[config.mk]
export PLATFORM = sky130hd
export DESIGN_NAME = register_file_clr
export DESIGN_NICKNAME = d
export VERILOG_FILES = /design/src/rtl/register_file_clr.sv
export SDC_FILE = /design/constraint.sdc
export NUM_CORES = 1
export LEC_CHECK = 0
export CAP_MARGIN = 20
export CORE_MARGIN = 2
export CORE_UTILIZATION = 50
export DETAILED_ROUTE_END_ITERATION = 8
export PLACE_DENSITY_LB_ADDON = 0.1
export SLEW_MARGIN = 20
export SYNTH_ARGS = -nofsm -noshare
export SYNTH_HDL_FRONTEND = slang
export SYNTH_SLANG_ARGS = --single-unit
[constraint.sdc]
create_clock -name clk_i -period 3.5 [get_ports clk_i]
set_input_delay 0.7 -clock clk_i [delete_from_list [all_inputs] [get_ports clk_i]]
set_output_delay 0.7 -clock clk_i [all_outputs]
set_load 0.02 [all_outputs]
[src/rtl/register_file_clr.sv]
// Two-read/one-write register file with a sequential clear engine, range protection and an
// optional hardwired-zero register. Define REGFILE_BYPASS_EN for same-cycle write-through.
module register_file_clr #(
    parameter int unsigned DATA_WIDTH = 32,
    parameter int unsigned ADDR_WIDTH = 5,
    parameter int unsigned REG_COUNT  = 32,
    parameter int unsigned ZERO_REG   = 1
) (
    input  logic                  clk_i,
    input  logic                  rst_i,
    input  logic                  clr_i,
    input  logic                  we3_i,
    input  logic [ADDR_WIDTH-1:0] a1_i,
    input  logic [ADDR_WIDTH-1:0] a2_i,
    input  logic [ADDR_WIDTH-1:0] a3_i,
    input  logic [DATA_WIDTH-1:0] wd3_i,
    output logic [DATA_WIDTH-1:0] rd1_o,
    output logic [DATA_WIDTH-1:0] rd2_o,
    output logic                  busy_o,
    output logic                  clr_done_o
);

    localparam logic [ADDR_WIDTH:0]   RegCount = (ADDR_WIDTH + 1)'(REG_COUNT);
    localparam logic [ADDR_WIDTH-1:0] LastIdx  = ADDR_WIDTH'(REG_COUNT - 1);
    localparam bit                    HasZero  = (ZERO_REG != 0);

    typedef enum logic [0:0] {StClear, StIdle} state_e;

    state_e                  state_q;
    logic [ADDR_WIDTH-1:0]   cnt_q;
    logic                    clr_done_q;
    logic [DATA_WIDTH-1:0]   mem_q [REG_COUNT];
    logic                    busy;

    // An address is usable when implemented and not the hardwired-zero register.
    function automatic logic addr_ok(input logic [ADDR_WIDTH-1:0] a);
        return ({1'b0, a} < RegCount) && !(HasZero && (a == '0));
    endfunction

    assign busy = (state_q == StClear);

    always_ff @(posedge clk_i) begin
        if (rst_i) begin
            state_q    <= StClear;
            cnt_q      <= '0;
            clr_done_q <= 1'b0;
        end else begin
            clr_done_q <= 1'b0;
            case (state_q)
                StClear: begin
                    mem_q[cnt_q] <= '0;
                    cnt_q        <= cnt_q + 1'b1;
                    if (cnt_q == LastIdx) begin
                        state_q    <= StIdle;
                        clr_done_q <= 1'b1;
                    end
                end
                StIdle: begin
                    if (we3_i && addr_ok(a3_i)) begin
                        mem_q[a3_i] <= wd3_i;
                    end
                    if (clr_i) begin
                        state_q <= StClear;
                        cnt_q   <= '0;
                    end
                end
                default: begin
                    state_q <= StClear;
                    cnt_q   <= '0;
                end
            endcase
        end
    end

    always_comb begin
        rd1_o = '0;
        rd2_o = '0;
        if (!busy) begin
            if (addr_ok(a1_i)) rd1_o = mem_q[a1_i];
            if (addr_ok(a2_i)) rd2_o = mem_q[a2_i];
`ifdef REGFILE_BYPASS_EN
            if (we3_i && addr_ok(a3_i)) begin
                if (a1_i == a3_i) rd1_o = wd3_i;
                if (a2_i == a3_i) rd2_o = wd3_i;
            end
`else
`endif
        end
    end

    assign busy_o     = busy;
    assign clr_done_o = clr_done_q;

endmodule

---- Word-level counts from Yosys, hierarchy flattened ----
Memories as Yosys holds them, arrays and structs flattened.
Cells that the tools add are included.
operators by class
  add/subtract/negate cells ............... 1
  equality and inequality tests ........... 2
  multiplexer cells ....................... 19
  bitwise logic cells ..................... 1
  reductions and logical operators ........ 7
operator list
  kind                                                            count
  32-bit 2-to-1 mux                                               5
  32-bit OR reduction                                             1
  5-bit zero test                                                 3
  1-bit 2-to-1 mux                                                10
  5-bit 2-to-1 mux                                                2
  5-bit case mux with 2 select lines                              1
  5-bit by 1-bit adder with 5-bit output (second input constant)  1
  5-bit == test (second input constant)                           1
  2-bit != test (second input constant)                           1
  1-bit case mux with 2 select lines                              1
  2-bit OR reduction                                              1
  1-bit logical AND                                               1
  1-bit zero test                                                 1
  1-bit inverter                                                  1
word-level totals
  register bits after elaboration ......... 7
  bits in writable memories ............... 1024
  input port bits ......................... 51
  output and inout bits ................... 66
  logic and storage cells ................. 34
  memories kept ........................... 1
memories
  memory  depth  width  read ports  clocked after memory_dff  wr ports  RTL line  RTL
  mem_q   32     32     2           0                         1         32        logic [DATA_WIDTH-1:0] mem_q [REG_COUNT];

---- Longest topological paths before layout ----
  word-level depth ........................ 9
  depth in mapped cells ................... 8
  depth with buffers taken out ............ 5

---- Worst setup path before layout ----
OpenSTA, ideal clock, no wires.
  path type ............................... input to register
  from .................................... input port a3_i[1]
  to ...................................... memory mem_q[21][0], enable pin
  setup time .............................. 0.421 ns
  data arrival time ....................... 3.153 ns
  data required time ...................... 3.079 ns
  setup slack ............................. -0.074 ns
  stages on the path ...................... 5
  path buffers ............................ 0
  cells stage by stage .................... or3_4 > o31a_4 > and4bb_1 > a41oi_2 > nor2_1
between the ends
  word-level cells in the longest chain between the ends .. 9
  elaborated cells on any way between the ends .. 10
  those cells by class .................... mux (6); reduce/logical (4)
RTL lines
  item                                                            RTL line  RTL
  start: declaration                                              15        input logic [ADDR_WIDTH-1:0] a3_i,
  5-bit zero test                                                 37        return ({1'b0, a} < RegCount) && !(HasZero && (a == '0));
  1-bit zero test                                                 37
  1-bit logical AND                                               59        if (we3_i && addr_ok(a3_i)) begin
  1-bit 2-to-1 mux                                                59
  1-bit 2-to-1 mux                                                49        case (state_q)
  1-bit 2-to-1 mux                                                43        if (rst_i) begin
  1-bit 2-to-1 mux (implied by the code)                          60        mem_q[a3_i] <= wd3_i;
  32-bit OR reduction (no line)                                   -
  5-bit 2-to-1 mux (no line) or 1-bit 2-to-1 mux (tied branches)  -
  end: declaration                                                32
Several ways; a longest one is shown, not always the timed one.

---- Worst setup path in the final report ----
  from .................................... input port a2_i[0]
  to ...................................... output port rd2_o[1]
between the ends
  word-level cells in the longest chain between the ends .. 3
  elaborated cells on any way between the ends .. 4
  those cells by class .................... mux (2); reduce/logical (1); memory (1)
RTL lines
  item                                                   RTL line  RTL
  start: declaration                                     14        input logic [ADDR_WIDTH-1:0] a2_i,
  memory 32 x 32 bit or 5-bit zero test (tied branches)  -
  32-bit 2-to-1 mux *                                    80        if (addr_ok(a2_i)) rd2_o = mem_q[a2_i];
  32-bit 2-to-1 mux *                                    78        if (!busy) begin
  end: declaration                                       18        output logic [DATA_WIDTH-1:0] rd2_o,
Mark *: on every way between the ends. The rest lies on a longest branch, timed or not.

==> results_dict.tcl <==
set metrics [dict create \
    dpl_cell_area_um2 53500 \
    area_growth_syn_to_layout_pct 23.3 \
    worstPathArrival_ns 2.83 \
    dp_slack_ns -0.529 \
    hold_class "flip-flop to flip-flop" \
    syn_nets 2939 \
    place_congestion 0.893 \
    slew_violations 0 \
    wl_um 152000 \
    die_y_um 309 \
    yosysTopAreaCellShare_pct 64.0 \
    grt_max_degree 43 \
    synth_edf_count 992 \
    crit_required_ns 2.80 \
    n_fill_cell 6715 \
    synthTopCellsByArea "edfxtp_1 (64%), mux2i_1 (12%), mux4_2 (9.3%)" \
    worst_pin_slew_ns 1.08 \
    drcViolationCount 0 \
    relSlewSlack_pct 27.8 \
    via_per_inst 6.68 \
    seq_area_frac_synth_pct 64.3 \
    place_inst 4432 \
    drv_cap 0 \
    cts_tree "done" \
    synth_top_cell_by_area "edfxtp_1" \
    min_period_ns 3.53 \
    core_um2 91900 \
    initial_core_util_pct 50.6 \
    status "complete, but fails checks" \
    wire_per_inst_um 32.8 \
    drt_iter0_markers 3495 \
    synth-seq-cells 999 \
    antenna_found_initial 1 \
    dieWidth_um 309 \
    nNetsFinal 3354 \
    max_clock_freq_ghz 0.283 \
    violations "negative setup slack" \
    synthDistinctLibCells 50 \
    gr-total-overflow 0 \
    cts_max_level 3 \
    peakVddDrop_mv 0.394 \
    crit_fanout 18 \
    finalHoldViolCount 0 \
    grt_pass1_vias 31600 \
    die-area_um2 95500 \
    crit_type "primary input to output pin" \
    num_rows 111 \
    power_density_nw_per_um2 459 \
    io_buffer_count 116 \
    final_util_pct 62.4 \
    dp_hpwl_um 100000 \
    post-route-period-util_pct 101 \
    grtUsageTotal_pct 32.1 \
    grt_first_pass_wirelength_um 218000 \
    drive_gt1_share_pct 27.0 \
    root_buffer "clkbuf_16" \
    clk_path_buf_depth 3 \
    worst_slack_ns -0.0333 \
    clock_skew_ns 0.0247 \
    clkSinkCount 999 \
    cp-end-kind "output pin" \
    cts_made_buffers 106 \
    path_clk_slew_ns 0.06 \
    syn_inst 2886 \
    synth_async_sr_flop_share_pct 0 \
    setup_viol 2 \
    netlist_area_um2 46500 \
    pin_count 117 \
    worstSkewPairLatency_ns 0.72 \
    final_area_um2 57400 \
    yosysWarningCount 0 \
    fin_cells 4638 \
    firstDrtPassIters 6 \
    cp-start-kind "primary input" \
    cellLeakagePower_nw 21.8 \
    vias 31000 \
    synth_ff_type "edfxtp_1" \
    drtAntennaViolNets 0 \
    power.total_mw 26.3 \
    synth_area_per_cell_um2 16.1 \
]
cell type report:
class / instances / area (um2) / area share (%)
Sequential cell: 999 / 29900 / 52.2
Clock buffer: 121 / 2730 / 4.76
Clock inverter: 79 / 907 / 1.58
Timing Repair Buffer: 537 / 6210 / 10.8
Multi-Input combinational cell: 1650 / 16000 / 27.9
Inverter: 7 / 28.8 / 0.0502
Antenna cell: 2 / 5.00 / 0.00872
Tap cell: 1243 / 1560 / 2.71
power breakdown:
group          internal (mW)  leakage, nW  switching (mW)
Sequential              13.0         10.8          0.0226
Clock                   6.89         1.78            4.83
Combinational          0.711         9.29           0.857
cell families after synthesis:
group                      count (synthesis)  share of synthesized area, %
muxes                                    768                          21.7
AOI/OAI and AO/OA                        537                          7.95
DFF                                      999                          64.3
and+or+nand+nor                          342                          3.56
buffers and inverters                    237                          2.41
adders and majority gates                  2                        0.0538
xor gates and xnor gates                   1                        0.0188
final timing paths:
| path | from | end | slack (ns) | cells past startpoint |
|---|---|---|---|---|
| setup reg to reg | state_q$_SDFF_PP0_ | mem_q[20][16]$_DFFE_PP_ | 0.79 | 9 |
| setup / recovery | a2_i[0] | rd2_o[1] | -0.03 | 6 |
| hold / removal | cnt_q[0]$_SDFFE_PP0P_ | cnt_q[0]$_SDFFE_PP0P_ | 0.61 | 2 |
| hold reg to reg | cnt_q[0]$_SDFFE_PP0P_ | cnt_q[0]$_SDFFE_PP0P_ | 0.61 | 2 |
synthesized netlist by cell type (2+ instances only):
| library cell | number |
|---|---|
| o21ai_1 | 58 |
| or2_2 | 2 |
| nor4_2 | 2 |
| nor3_1 | 3 |
| mux2i_1 | 576 |
| nor2b_1 | 4 |
| mux4_2 | 192 |
| and4b_1 | 2 |
| nand3_1 | 8 |
| buf_4 | 26 |
| nor2_1 | 55 |
| and2_1 | 32 |
| and2_2 | 2 |
| nand2b_1 | 4 |
| nand4_1 | 64 |
| o21ai_0 | 11 |
| a22oi_1 | 193 |
| edfxtp_1 | 992 |
| buf_2 | 94 |
| inv_1 | 6 |
| clkbuf_1 | 99 |
| o22ai_1 | 193 |
| buf_1 | 9 |
| buf_6 | 2 |
| dfxtp_1 | 7 |
| o31ai_1 | 2 |
| a221oi_1 | 64 |
| nand2_1 | 154 |
| a21oi_1 | 8 |
| ha_1 | 2 |
metal layers:
layer	GRT usage [%]	part of all wire [%]	up-vias
met2	51.7	48	1754
li1	-	-	12800
met5	0	0	-
met3	4.84	8.9	322
met1	44.4	40	16100
met4	12.2	3.9	0
critical path, cell delays in order:
cell,delay (ns)
buf_8,0.21
buf_12,0.24
mux4_2,0.52
a22oi_1,0.37
nand4_1,0.34
dlygate4sd2_1,0.42
what timing repair did:
item / in CTS / in global routing
pin swaps: 7 / 3
buffers inserted: 4 / 1
cloned: 2 / 0
setup endpoints to repair: 62 / 23
gates resized for setup: 83 / 27
hold buffers: 0 / 0
cells in the final DEF, fill, tap and decap left out, drive strengths merged, types with 3 or more instances in the layout:
cell | netlist | routed
bufinv | 0 | 17
nor2 | 56 | 56
a21oi | 8 | 8
edfxtp | 992 | 992
nor2b | 4 | 4
nand4 | 64 | 64
clkinv | 0 | 51
nor3 | 3 | 3
a221oi | 64 | 64
a22oi | 193 | 193
nand2b | 4 | 4
nand3 | 9 | 9
buf | 131 | 441
clkdlybuf4s50 | 0 | 42
clkinvlp | 0 | 5
nand2 | 154 | 154
o21ai | 70 | 70
clkbuf | 99 | 126
inv | 7 | 13
dlygate4sd2 | 0 | 37
clkdlybuf4s15 | 0 | 4
mux2i | 576 | 576
and2 | 34 | 34
dfxtp | 7 | 7
dlymetal6s2s | 0 | 6
mux4 | 192 | 192
o22ai | 193 | 193
through the flow:
| stage | TNS, ns | hold WS (ns) |
|---|---|---|
| 2_1_floorplan | -12.95 | 0.580 |
| 3_3_place_gp | -17.97 | 0.593 |
| 3_5_place_dp | -17.81 | 0.609 |
| 4_1_cts | 0 | 0.617 |
| 5_1_grt | -0.0334 | 0.695 |
| 6_report | -0.0502 | 0.614 |
sequential cells by signal (all words and copies together), names as in the netlist:
signal,count
mem_q,992
cnt_q,5
state_q,1
clr_done_o,1
No activity file was read; power rests on OpenSTA's default activity.
